==> src/rtl/strob_seq_pkg.sv <==
// Shared definitions for the strobe sequencer: phase encoding, one-hot state-bit
// indices and the next-state priority selector.
package strob_seq_pkg;

  typedef enum logic [2:0] {
    PH_IDLE = 3'd0,
    PH_ST1  = 3'd1,
    PH_MW   = 3'd2,
    PH_ST2  = 3'd3,
    PH_GOT  = 3'd4
  } phase_t;

  localparam int NUM_STATES = 13;

  localparam int K1 = 0;
  localparam int K2 = 1;
  localparam int P0 = 2;
  localparam int P1 = 3;
  localparam int P2 = 4;
  localparam int P3 = 5;
  localparam int P4 = 6;
  localparam int P5 = 7;
  localparam int I1 = 8;
  localparam int I2 = 9;
  localparam int I3 = 10;
  localparam int I4 = 11;
  localparam int I5 = 12;

  typedef logic [NUM_STATES-1:0] state_vec_t;

  function automatic state_vec_t state_bit(input int idx);
    return state_vec_t'(1) << idx;
  endfunction

  // Fixed priority: K1 > K2 > P0 > I1..I5 > P1..P5; no request keeps the current state.
  function automatic state_vec_t select_next(input state_vec_t req, input state_vec_t cur);
    state_vec_t nxt;
    nxt = cur;
    if      (req[K1]) nxt = state_bit(K1);
    else if (req[K2]) nxt = state_bit(K2);
    else if (req[P0]) nxt = state_bit(P0);
    else if (req[I1]) nxt = state_bit(I1);
    else if (req[I2]) nxt = state_bit(I2);
    else if (req[I3]) nxt = state_bit(I3);
    else if (req[I4]) nxt = state_bit(I4);
    else if (req[I5]) nxt = state_bit(I5);
    else if (req[P1]) nxt = state_bit(P1);
    else if (req[P2]) nxt = state_bit(P2);
    else if (req[P3]) nxt = state_bit(P3);
    else if (req[P4]) nxt = state_bit(P4);
    else if (req[P5]) nxt = state_bit(P5);
    return nxt;
  endfunction

endpackage

==> src/rtl/strob_seq_if.sv <==
// Signal bundle between the strobe sequencer (slave) and the P-M / interrupt
// logic that supplies enter requests and consumes strobes and major states (master).
interface strob_seq_if;
  logic ek1, ek2;
  logic ep0, ep1, ep2, ep3, ep4, ep5;
  logic ei1, ei2, ei3, ei4, ei5;
  logic sts, mem_req, ok_, hold;
  logic strob1_, strob2_, got_;
  logic k1_, k2_;
  logic p0_, p1_, p2_, p3_, p4_, p5_;
  logic i1_, i2_, i3_, i4_, i5_;
  logic alarm;

  modport master (
    output ek1, ek2, ep0, ep1, ep2, ep3, ep4, ep5, ei1, ei2, ei3, ei4, ei5,
    output sts, mem_req, ok_, hold,
    input  strob1_, strob2_, got_,
    input  k1_, k2_, p0_, p1_, p2_, p3_, p4_, p5_, i1_, i2_, i3_, i4_, i5_,
    input  alarm
  );

  modport slave (
    input  ek1, ek2, ep0, ep1, ep2, ep3, ep4, ep5, ei1, ei2, ei3, ei4, ei5,
    input  sts, mem_req, ok_, hold,
    output strob1_, strob2_, got_,
    output k1_, k2_, p0_, p1_, p2_, p3_, p4_, p5_, i1_, i2_, i3_, i4_, i5_,
    output alarm
  );
endinterface

==> src/rtl/strob_seq_phase_timer.sv <==
// Clearable up-counter with terminal count, used for strobe lengths and the
// memory-wait timeout.
module phase_timer #(
  parameter int WIDTH = 8
) (
  input  logic             clk,
  input  logic             rst_n,
  input  logic             load,
  input  logic             en,
  input  logic [WIDTH-1:0] last,
  output logic             tc
);

  logic [WIDTH-1:0] count;

  // load restarts the phase from zero; it wins over counting so the terminal
  // clock of one phase leaves the counter ready for the next.
  always_ff @(posedge clk or negedge rst_n) begin
    if (!rst_n) begin
      count <= '0;
    end else if (load) begin
      count <= '0;
    end else if (en) begin
      count <= count + 1'b1;
    end
  end

  assign tc = en && (count == last);

endmodule

==> src/rtl/strob_seq.sv <==
// Major-state register and ST1 -> [MW] -> [ST2] -> GOT phase sequencer feeding
// the P-M microinstruction unit.
module strob_seq
  import strob_seq_pkg::*;
#(
  parameter int STROB_TICKS = 3,
  parameter int MEM_TICKS   = 255
) (
  input  logic       __clk,
  input  logic       clm_,
  strob_seq_if.slave bus
);

  localparam int SW = $clog2(STROB_TICKS + 1);
  localparam logic [SW-1:0] STROB_LAST = SW'(STROB_TICKS - 1);
  localparam logic [7:0]    MEM_LAST   = 8'(MEM_TICKS - 1);
  localparam state_vec_t    RESET_STATE = state_bit(P0);

  phase_t     phase;
  phase_t     phase_nxt;
  state_vec_t state_n;
  state_vec_t req;
  logic       need_st2;
  logic       strob1_r, strob2_r, got_r, alarm_r;
  logic       strob_en, strob_tc, mem_en, mem_load, mem_tc;

  assign req = {bus.ei5, bus.ei4, bus.ei3, bus.ei2, bus.ei1,
                bus.ep5, bus.ep4, bus.ep3, bus.ep2, bus.ep1, bus.ep0,
                bus.ek2, bus.ek1};

  assign strob_en = (phase == PH_ST1) || (phase == PH_ST2) || (phase == PH_GOT);
  assign mem_en   = (phase == PH_MW);
  assign mem_load = !mem_en || !bus.ok_ || mem_tc;

  phase_timer #(.WIDTH(SW)) u_strob_timer (
    .clk   (__clk),
    .rst_n (clm_),
    .load  (strob_tc || !strob_en),
    .en    (strob_en),
    .last  (STROB_LAST),
    .tc    (strob_tc)
  );

  phase_timer #(.WIDTH(8)) u_mem_timer (
    .clk   (__clk),
    .rst_n (clm_),
    .load  (mem_load),
    .en    (mem_en),
    .last  (MEM_LAST),
    .tc    (mem_tc)
  );

  // An answer on the last wait clock beats the timeout.
  always_comb begin
    phase_nxt = phase;
    case (phase)
      PH_IDLE: if (!bus.hold) phase_nxt = PH_ST1;
      PH_ST1:  if (strob_tc)  phase_nxt = bus.mem_req ? PH_MW : (bus.sts ? PH_ST2 : PH_GOT);
      PH_MW: begin
        if (!bus.ok_)       phase_nxt = need_st2 ? PH_ST2 : PH_GOT;
        else if (mem_tc)    phase_nxt = PH_GOT;
      end
      PH_ST2:  if (strob_tc)  phase_nxt = PH_GOT;
      PH_GOT:  if (strob_tc)  phase_nxt = bus.hold ? PH_IDLE : PH_ST1;
      default:                phase_nxt = PH_IDLE;
    endcase
  end

  always_ff @(posedge __clk or negedge clm_) begin
    if (!clm_) begin
      phase    <= PH_IDLE;
      state_n  <= ~RESET_STATE;
      need_st2 <= 1'b0;
      strob1_r <= 1'b1;
      strob2_r <= 1'b1;
      got_r    <= 1'b1;
      alarm_r  <= 1'b0;
    end else begin
      phase    <= phase_nxt;
      strob1_r <= (phase_nxt != PH_ST1);
      strob2_r <= (phase_nxt != PH_ST2);
      got_r    <= (phase_nxt != PH_GOT);
      if (phase == PH_ST1 && strob_tc) begin
        need_st2 <= bus.sts;
      end
      if (phase == PH_MW && bus.ok_ && mem_tc) begin
        alarm_r <= 1'b1;
      end
      if (phase == PH_GOT && strob_tc) begin
        state_n <= ~select_next(req, ~state_n);
      end
    end
  end

  assign bus.strob1_ = strob1_r;
  assign bus.strob2_ = strob2_r;
  assign bus.got_    = got_r;
  assign bus.alarm   = alarm_r;

  assign bus.k1_ = state_n[K1];
  assign bus.k2_ = state_n[K2];
  assign bus.p0_ = state_n[P0];
  assign bus.p1_ = state_n[P1];
  assign bus.p2_ = state_n[P2];
  assign bus.p3_ = state_n[P3];
  assign bus.p4_ = state_n[P4];
  assign bus.p5_ = state_n[P5];
  assign bus.i1_ = state_n[I1];
  assign bus.i2_ = state_n[I2];
  assign bus.i3_ = state_n[I3];
  assign bus.i4_ = state_n[I4];
  assign bus.i5_ = state_n[I5];

endmodule

==> src/flat_wrapper.sv <==
// flat-port wrapper written by rule: the top's interface ports become plain ports
module strob_seq_flat import strob_seq_pkg::*;
#(
  parameter int STROB_TICKS = 3,
  parameter int MEM_TICKS   = 255
)
  (__clk, clm_, bus_ek1, bus_ek2, bus_ep0, bus_ep1, bus_ep2, bus_ep3, bus_ep4, bus_ep5, bus_ei1, bus_ei2, bus_ei3, bus_ei4, bus_ei5, bus_sts, bus_mem_req, bus_ok_, bus_hold, bus_strob1_, bus_strob2_, bus_got_, bus_k1_, bus_k2_, bus_p0_, bus_p1_, bus_p2_, bus_p3_, bus_p4_, bus_p5_, bus_i1_, bus_i2_, bus_i3_, bus_i4_, bus_i5_, bus_alarm);
  strob_seq_if bus_i ();
  input  logic __clk;
  input  logic clm_;
  input wire logic [$bits(bus_i.ek1)-1:0] bus_ek1;
  input wire logic [$bits(bus_i.ek2)-1:0] bus_ek2;
  input wire logic [$bits(bus_i.ep0)-1:0] bus_ep0;
  input wire logic [$bits(bus_i.ep1)-1:0] bus_ep1;
  input wire logic [$bits(bus_i.ep2)-1:0] bus_ep2;
  input wire logic [$bits(bus_i.ep3)-1:0] bus_ep3;
  input wire logic [$bits(bus_i.ep4)-1:0] bus_ep4;
  input wire logic [$bits(bus_i.ep5)-1:0] bus_ep5;
  input wire logic [$bits(bus_i.ei1)-1:0] bus_ei1;
  input wire logic [$bits(bus_i.ei2)-1:0] bus_ei2;
  input wire logic [$bits(bus_i.ei3)-1:0] bus_ei3;
  input wire logic [$bits(bus_i.ei4)-1:0] bus_ei4;
  input wire logic [$bits(bus_i.ei5)-1:0] bus_ei5;
  input wire logic [$bits(bus_i.sts)-1:0] bus_sts;
  input wire logic [$bits(bus_i.mem_req)-1:0] bus_mem_req;
  input wire logic [$bits(bus_i.ok_)-1:0] bus_ok_;
  input wire logic [$bits(bus_i.hold)-1:0] bus_hold;
  output wire logic [$bits(bus_i.strob1_)-1:0] bus_strob1_;
  output wire logic [$bits(bus_i.strob2_)-1:0] bus_strob2_;
  output wire logic [$bits(bus_i.got_)-1:0] bus_got_;
  output wire logic [$bits(bus_i.k1_)-1:0] bus_k1_;
  output wire logic [$bits(bus_i.k2_)-1:0] bus_k2_;
  output wire logic [$bits(bus_i.p0_)-1:0] bus_p0_;
  output wire logic [$bits(bus_i.p1_)-1:0] bus_p1_;
  output wire logic [$bits(bus_i.p2_)-1:0] bus_p2_;
  output wire logic [$bits(bus_i.p3_)-1:0] bus_p3_;
  output wire logic [$bits(bus_i.p4_)-1:0] bus_p4_;
  output wire logic [$bits(bus_i.p5_)-1:0] bus_p5_;
  output wire logic [$bits(bus_i.i1_)-1:0] bus_i1_;
  output wire logic [$bits(bus_i.i2_)-1:0] bus_i2_;
  output wire logic [$bits(bus_i.i3_)-1:0] bus_i3_;
  output wire logic [$bits(bus_i.i4_)-1:0] bus_i4_;
  output wire logic [$bits(bus_i.i5_)-1:0] bus_i5_;
  output wire logic [$bits(bus_i.alarm)-1:0] bus_alarm;
  assign bus_i.ek1 = bus_ek1;
  assign bus_i.ek2 = bus_ek2;
  assign bus_i.ep0 = bus_ep0;
  assign bus_i.ep1 = bus_ep1;
  assign bus_i.ep2 = bus_ep2;
  assign bus_i.ep3 = bus_ep3;
  assign bus_i.ep4 = bus_ep4;
  assign bus_i.ep5 = bus_ep5;
  assign bus_i.ei1 = bus_ei1;
  assign bus_i.ei2 = bus_ei2;
  assign bus_i.ei3 = bus_ei3;
  assign bus_i.ei4 = bus_ei4;
  assign bus_i.ei5 = bus_ei5;
  assign bus_i.sts = bus_sts;
  assign bus_i.mem_req = bus_mem_req;
  assign bus_i.ok_ = bus_ok_;
  assign bus_i.hold = bus_hold;
  assign bus_strob1_ = bus_i.strob1_;
  assign bus_strob2_ = bus_i.strob2_;
  assign bus_got_ = bus_i.got_;
  assign bus_k1_ = bus_i.k1_;
  assign bus_k2_ = bus_i.k2_;
  assign bus_p0_ = bus_i.p0_;
  assign bus_p1_ = bus_i.p1_;
  assign bus_p2_ = bus_i.p2_;
  assign bus_p3_ = bus_i.p3_;
  assign bus_p4_ = bus_i.p4_;
  assign bus_p5_ = bus_i.p5_;
  assign bus_i1_ = bus_i.i1_;
  assign bus_i2_ = bus_i.i2_;
  assign bus_i3_ = bus_i.i3_;
  assign bus_i4_ = bus_i.i4_;
  assign bus_i5_ = bus_i.i5_;
  assign bus_alarm = bus_i.alarm;
  strob_seq #(.STROB_TICKS(STROB_TICKS), .MEM_TICKS(MEM_TICKS)) u_core (.__clk(__clk), .clm_(clm_), .bus(bus_i));
endmodule
==> config.mk <==
export PLATFORM = sky130hd
export DESIGN_NAME = strob_seq_flat
export DESIGN_NICKNAME = d
export VERILOG_FILES = /design/src/rtl/strob_seq_pkg.sv /design/src/rtl/strob_seq_if.sv /design/src/rtl/strob_seq_phase_timer.sv /design/src/rtl/strob_seq.sv /design/src/flat_wrapper.sv
export SDC_FILE = /design/constraint.sdc
export NUM_CORES = 1
export LEC_CHECK = 0
export CORE_ASPECT_RATIO = 2
export CORE_MARGIN = 3
export CORE_UTILIZATION = 55
export CTS_BUF_LIST = sky130_fd_sc_hd__clkbuf_4 sky130_fd_sc_hd__clkbuf_8
export CTS_CLUSTER_SIZE = 20
export DETAILED_ROUTE_END_ITERATION = 12
export HOLD_SLACK_MARGIN = 0.03
export PLACE_DENSITY_LB_ADDON = 0.12
export SYNTH_ARGS = -nofsm -noshare
export SYNTH_HDL_FRONTEND = slang
export SYNTH_HIERARCHICAL = 1
export SYNTH_SLANG_ARGS = --single-unit
==> constraint.sdc <==
create_clock -name __clk -period 3.6 [get_ports __clk]
set_input_delay 0.36 -clock __clk [delete_from_list [all_inputs] [get_ports __clk]]
set_output_delay 0.36 -clock __clk [all_outputs]
set_load 0.05 [all_outputs]
==> results of run 1 <==
layer usage:
layer	vias up	share of wire	global-route usage	routed length (um)
met1	762	0.36	0.2379	1439
met3	8	0.053	0.03992	208
li1	734	-	-	-
met4	0	0.022	0.09326	86
met5	-	0	0	0
met2	36	0.56	0.3957	2224
cell families (layout without fill, tap and decap cells):
family,after synthesis,after routing,synth area share
AO/OA/AOI/OAI,44,44,0.1817
XOR/XNOR,15,15,0.07511
adder cells (fa/ha/maj),1,1,0.007152
buffers and inverters,10,50,0.02789
flip-flops,31,31,0.4542
multiplexers,2,2,0.01216
other,2,10,0.004293
AND/OR/NAND/NOR,69,69,0.2375
critical path, stage by stage, from the launching register on:
cell and delay, ns:
dfrtp_1 0.48, nor2b_1 0.29, a21o_1 0.21, and3_1 0.30, nor4bb_4 0.31, buf_4 0.30
a21oi_1 0.10, o32a_2 0.32
sequential cells by signal, summed over array words and instances (netlist names):
register                    flops
u_core/bus.got_                 1
u_core/need_st2                 1
u_core/state_n                 13
u_core/phase                    3
u_core/u_strob_timer/count      2
u_core/bus.strob1_              1
u_core/u_mem_timer/count        8
u_core/bus.strob2_              1
u_core/bus.alarm                1
worst min-delay path by stage:
| stage | from | endpoint | slack, ns | cells after the start |
|---|---|---|---|---|
| global route | u_core/state_n[7] | u_core/state_n[7] | 0.51 | 2 |
| finish | u_core/state_n[7] | u_core/state_n[7] | 0.46 | 2 |
| CTS | u_core/state_n[7] | u_core/state_n[7] | 0.47 | 2 |
| global placement | u_core/bus.alarm | u_core/bus.alarm | 0.46 | 1 |
| floorplan | clm_ | u_core/bus.alarm | 0.06 | 0 |
| detailed placement | u_core/state_n[7] | u_core/state_n[7] | 0.46 | 2 |
cell usage in the layout (no fill, tap or decap), drive strengths merged, types with 3 or more instances in the layout:
cell type	instances
a21oi	13
buf	3
clkbuf	6
clkdlybuf4s50	35
conb	10
dfrtp	16
dfstp	15
inv	4
nand2	12
nand2b	4
nand3	5
nand3b	3
nand4	4
nor2	17
nor2b	4
nor3	7
nor4	5
o21ai	4
o22a	3
o31ai	3
o41ai	3
xnor2	12
xor2	3
cell type report:
| class | count | area (um2) | area share |
|---|---|---|---|
| Clock buffer | 6 | 82.58 | 0.03609 |
| Inverter | 4 | 15.01 | 0.006561 |
| Clock inverter | 2 | 35.03 | 0.01531 |
| Multi-Input combinational cell | 141 | 950.9 | 0.4155 |
| Timing Repair Buffer | 38 | 372.9 | 0.1629 |
| Sequential cell | 31 | 794.5 | 0.3472 |
| Tap cell | 30 | 37.54 | 0.01640 |
power by group:
group          total (W)  leakage (nW)  switching (W)  internal [W]
Combinational   0.000734         0.438       0.000454      0.000279
Clock           0.000347        0.0612       0.000124      0.000224
Sequential      0.000576         0.373      0.0000804      0.000495
stage by stage:
stage                     area (um2)  setup slack (ns)  hold slack, ns    util
after floorplan                 1779             1.234         0.06441       -
after global placement          2171             1.261          0.4567  0.7205
after detailed placement        2171             1.197          0.4586  0.7205
after CTS                       2288             1.230          0.4681  0.7596
after global routing            2288             1.000          0.5106  0.7596
final                           2288             1.224          0.4644  0.7596
==> results.yml, run 1 <==
clock_tree:
  cts_buffers: 5
  clock_latency_ns: 0.28
  post_cts_buffers: 0
  clk_pin_slew_worst_paths_ns: 0.06
  h-tree-depth: 2
  clock_sinks: 31
  clk_path_buf_depth: 2
  root_buffer: "clkbuf_8"
  cts_hold_buf: 0
  cts_resized: 0
  cts_tree: "built"
cells_and_area:
  drive_gt1_frac: 0.1712
  nNetsFinal: 241
  n_fill_cell: 213
  antenna_cells: 0
  fin_cells: 252
  area_growth_pct: 30.83
setup_path:
  path_max_fanout: 26
  rrSetupSlack_ns: 1.22
  cp-endpoint: "u_core/state_n[5]"
  cp-start-kind: "register"
  endpoint_kind: "register"
  rr_worst_depth: 7
  required_ns: 3.81
  arrival_ns: 2.58
  r2r_end: "u_core/state_n[5]"
  crit_path_start: "u_core/phase[0]"
  timing.rr.start: "u_core/phase[0]"
  path_class: "register to register"
detailed_routing:
  ant_nets: 0
  drt_iter0_markers: 22
  wl_per_cell_um: 15.71
  vias: 1540
  drt-pass1-iter-count: 4
  vias_per_cell: 6.111
  drc_errors: 0
  wirelength_um: 3958
run_status:
  outcome: "complete, no violations"
yosys:
  synth_cell_type_count: 52
  synth_common_cells: "17 x nor2_1, 16 x dfrtp_1, 15 x dfstp_2"
  synth_most_common_cell: "nor2_1"
  yosys_warnings: 6
  yosysSeqAreaShare: 0.4542
  synth_area_leaders: "dfrtp_1 23%, dfstp_2 23%, xnor2_1 6.0%"
  syn_inst: 174
  synth_edf_count: 0
  syn_avg_cell_area_um2: 10.05
  synth_area_mm2: 0.001749
  synth_ff_type: "dfrtp_1"
  synth_seq_cells: 31
  synthArstFlopShare: 1.000
  synth_area_leader_cell: "dfrtp_1"
  synth_top_cell_area_share: 0.2289
grt:
  grt_usage: 0.2216
  antenna_found_initial: 0
  grt_pass1_vias: 1455
  grt-ovfl-total: 0
  grt_max_degree: 27
  grt_pass1_wl_um: 6486
power_and_ir_drop:
  p_leak_nw: 0.8725
  power_w: 0.001656
  irDropWorstVdd_uv: 474.9
  p_per_area_mw_per_mm2: 723.8
placed_design:
  dp_hpwl_um: 3052
  routabilityCongestion: 0.8779
  numPortBuffers: 35
  dp.cells: 244
job:
  drv_cap: 0
sta:
  final-setup-viol-count: 0
  finClkSkew_ns: 0.007219
  rsz0062_at_grt: "false"
  finalCritPeriodShare: 0.6601
  finalSetupTns_ns: 0
  finalMaxSlewViolations: 0
  slew_headroom: 0.2338
  min_period_ns: 2.376
  hold_viol_final: 0
  max_freq_mhz: 420.8
  worst_pin_slew_ns: 1.146
die:
  num_rows: 28
  io_pins: 36
  die_h_um: 85.75
  core_area_mm2: 0.003013
  dieWidth_um: 45.88
  die_area_mm2: 0.003934
  start_util: 0.5806
min_path:
  hold_path.class: "register to register"
Note: power is estimated with default switching activity, not from simulation.
==> run 2, diff against run 1 <==
--- a/config.mk
+++ b/config.mk
@@ -7,7 +7,7 @@
 export LEC_CHECK = 0
 export CORE_ASPECT_RATIO = 2
 export CORE_MARGIN = 3
-export CORE_UTILIZATION = 55
+export CORE_UTILIZATION = 48
 export CTS_BUF_LIST = sky130_fd_sc_hd__clkbuf_4 sky130_fd_sc_hd__clkbuf_8
 export CTS_CLUSTER_SIZE = 20
 export DETAILED_ROUTE_END_ITERATION = 12
==> constraint.sdc (replaced) <==
create_clock -name __clk -period 2.05 [get_ports __clk]
set_input_delay 0.205 -clock __clk [delete_from_list [all_inputs] [get_ports __clk]]
set_output_delay 0.205 -clock __clk [all_outputs]
set_load 0.05 [all_outputs]
==> run 2 against run 1 <==
Effect of this change:
- combinational power grew 92%
- critical path depth did not move
- wire length grew 4.3%
- total power up 75%
- critical path type unchanged
- non-clock buffer count is 12 higher
- design area grew 5.0%
- register-to-register slack worse by 1.1 ns
- sequential share of layout area is 1.7 points lower
- final cell count is 12% higher
- clock skew increased by 0.00060 ns
- largest cell class unchanged
- first-iteration DRC count unchanged
- flip-flop and latch count unchanged
==> results.yml, run 2 (synthesis results as in run 1) <==
clock_tree:
  h-tree-depth: 2
  cts_tree: "built"
  root_buffer: "clkbuf_8"
  cts_resized: 0
  clock_latency_ns: 0.28
  clk_pin_slew_worst_paths_ns: 0.07
  clk_path_buf_depth: 2
  clock_sinks: 31
  cts_buffers: 5
  post_cts_buffers: 0
die:
  die_h_um: 91.37
  dieWidth_um: 48.69
  die_area_mm2: 0.004448
  io_pins: 36
  start_util: 0.5065
  num_rows: 30
  core_area_mm2: 0.003453
detailed_routing:
  wirelength_um: 4127
  wl_per_cell_um: 14.69
  drt_iter0_markers: 22
  vias: 1569
  vias_per_cell: 5.584
  drc_errors: 0
  drt-pass1-iter-count: 4
  ant_nets: 0
cells_and_area:
  fin_cells: 281
  nNetsFinal: 253
  largest_reg_flops: 13
  antenna_cells: 0
  layout_commonest_cell: "clkdlybuf4s50_1"
  top_regs: "u_core/state_n x13, u_core/u_mem_timer/count x8, u_core/phase x3"
  design_area_mm2: 0.002404
  mostFrequentLayoutCells: "35 x clkdlybuf4s50_1, 16 x nor2_1, 16 x dfrtp_1, 15 x dfstp_2, 14 x buf_4"
  drive_gt1_frac: 0.2232
  n_fill_cell: 272
  area_growth_pct: 37.41
  regMostFlops: "u_core/state_n"
power_and_ir_drop:
  switchingPower_w: 0.001190
  seqPwrFrac: 0.346
  intPower_w: 0.001702
  irDropWorstVdd_uv: 1108
  p_leak_nw: 0.9238
  p_per_area_mw_per_mm2: 1203
  power_w: 0.002892
  pwr-share-clk: 0.166
  swShare: 0.4115
  comb_power_share: 0.488
setup_path:
  timing.rr.start: "u_core/phase[0]"
  cp-start-kind: "register"
  cpPeakStageDelay_ns: 0.43
  r2r_end: "u_core/state_n[5]"
  worst-path-buf-inv: 1
  required_ns: 2.26
  rrSetupSlack_ns: 0.16
  path_class: "register to register"
  endpoint_kind: "register"
  arrival_ns: 2.10
  worstPathCellList: "nor2b_1 -> a21o_1 -> and3_1 -> nor4bb_4 -> buf_4 -> a21oi_1 -> o32a_2"
  rr_worst_depth: 7
  slowest_stage: "dfrtp_1"
  cp_top_family: "simple AND/OR/NAND/NOR gates"
  path_max_fanout: 4
sta:
  finalCritPeriodShare: 0.9209
  max_freq_mhz: 529.7
  final-setup-viol-count: 0
  hold_viol_final: 0
  min_period_ns: 1.888
  finClkSkew_ns: 0.007814
  rsz0062_at_grt: "false"
  finalMaxSlewViolations: 0
  finalSetupTns_ns: 0
  slew_headroom: 0.6592
  worst_pin_slew_ns: 0.5095
placed_design:
  placed_area_mm2: 0.002316
  dp_hpwl_um: 3119
  routabilityCongestion: 0.8214
  dp.cells: 274
  numPortBuffers: 35
run_status:
  outcome: "complete, no violations"
grt:
  grt_pass1_vias: 1725
  grt_max_degree: 32
  antenna_found_initial: 0
  grt_usage: 0.2059
  grt-ovfl-total: 0
  grt_pass1_wl_um: 7279
min_path:
  hold_path.class: "input pin to async pin"
job:
  drv_cap: 0
## run 2: cell types whose count changed in the layout (fill, tap and decap cells not counted), sizes merged
cell	delta
buf	+12
bufinv	-1
## run 2: repair_timing
| action | in CTS | in global routing |
|---|---|---|
| hold buffers | 0 | 0 |
| setup endpoints to repair | 0 | 3 |
| endpoints found under the hold margin | 0 | 0 |
## run 2: power groups by stage
stage	logic, W	clock network, W	registers (W)
2_1_floorplan	0.000457	0	0.00146
3_3_place_gp	0.00137	0	0.00100
3_5_place_dp	0.00141	0	0.00101
4_1_cts	0.00142	0.000501	0.00100
5_1_grt	0.00149	0.000530	0.00103
6_report	0.00141	0.000480	0.00100
## run 2: through the flow
stage	hold slack, ns	setup WS [ns]	util
floorplan	-0.09059	0.01341	-
global placement	0.4493	0.1921	0.6707
detailed placement	0.4578	0.09808	0.6707
CTS	0.3342	0.07663	0.6960
global route	0.3735	0.01892	0.6960
finish	0.3210	0.1621	0.6960
## run 2: worst max-delay path by stage
stage,startpoint,end,slack [ns],cells after the start
finish,u_core/phase[0],u_core/state_n[5],0.16,7
global route,u_core/phase[0],u_core/state_n[12],0.02,8
CTS,u_core/phase[0],u_core/state_n[5],0.08,7
detailed placement,u_core/phase[0],u_core/state_n[5],0.1,7
global placement,bus_ei4,u_core/state_n[4],0.19,5
floorplan,u_core/phase[2],u_core/u_mem_timer/count[5],0.01,10
## run 2: layout make-up
class,instances,area (um2),share of cell area
clock buffer,6,82.58,0.03436
clock inverter,1,5.005,0.002082
inverter,4,15.01,0.006247
multi-input combinational,141,970.9,0.4040
sequential,31,794.5,0.3306
tap,48,60.06,0.02499
timing repair buffer,50,475.5,0.1978
## run 2: metal layers
layer | vias up | GRT usage | routed length (um)
met1 | 759 | 0.1958 | 1468
li1 | 752 | - | -
met2 | 47 | 0.3807 | 2313
met3 | 11 | 0.05419 | 222
met5 | - | 0 | 0
met4 | 0 | 0.1211 | 121
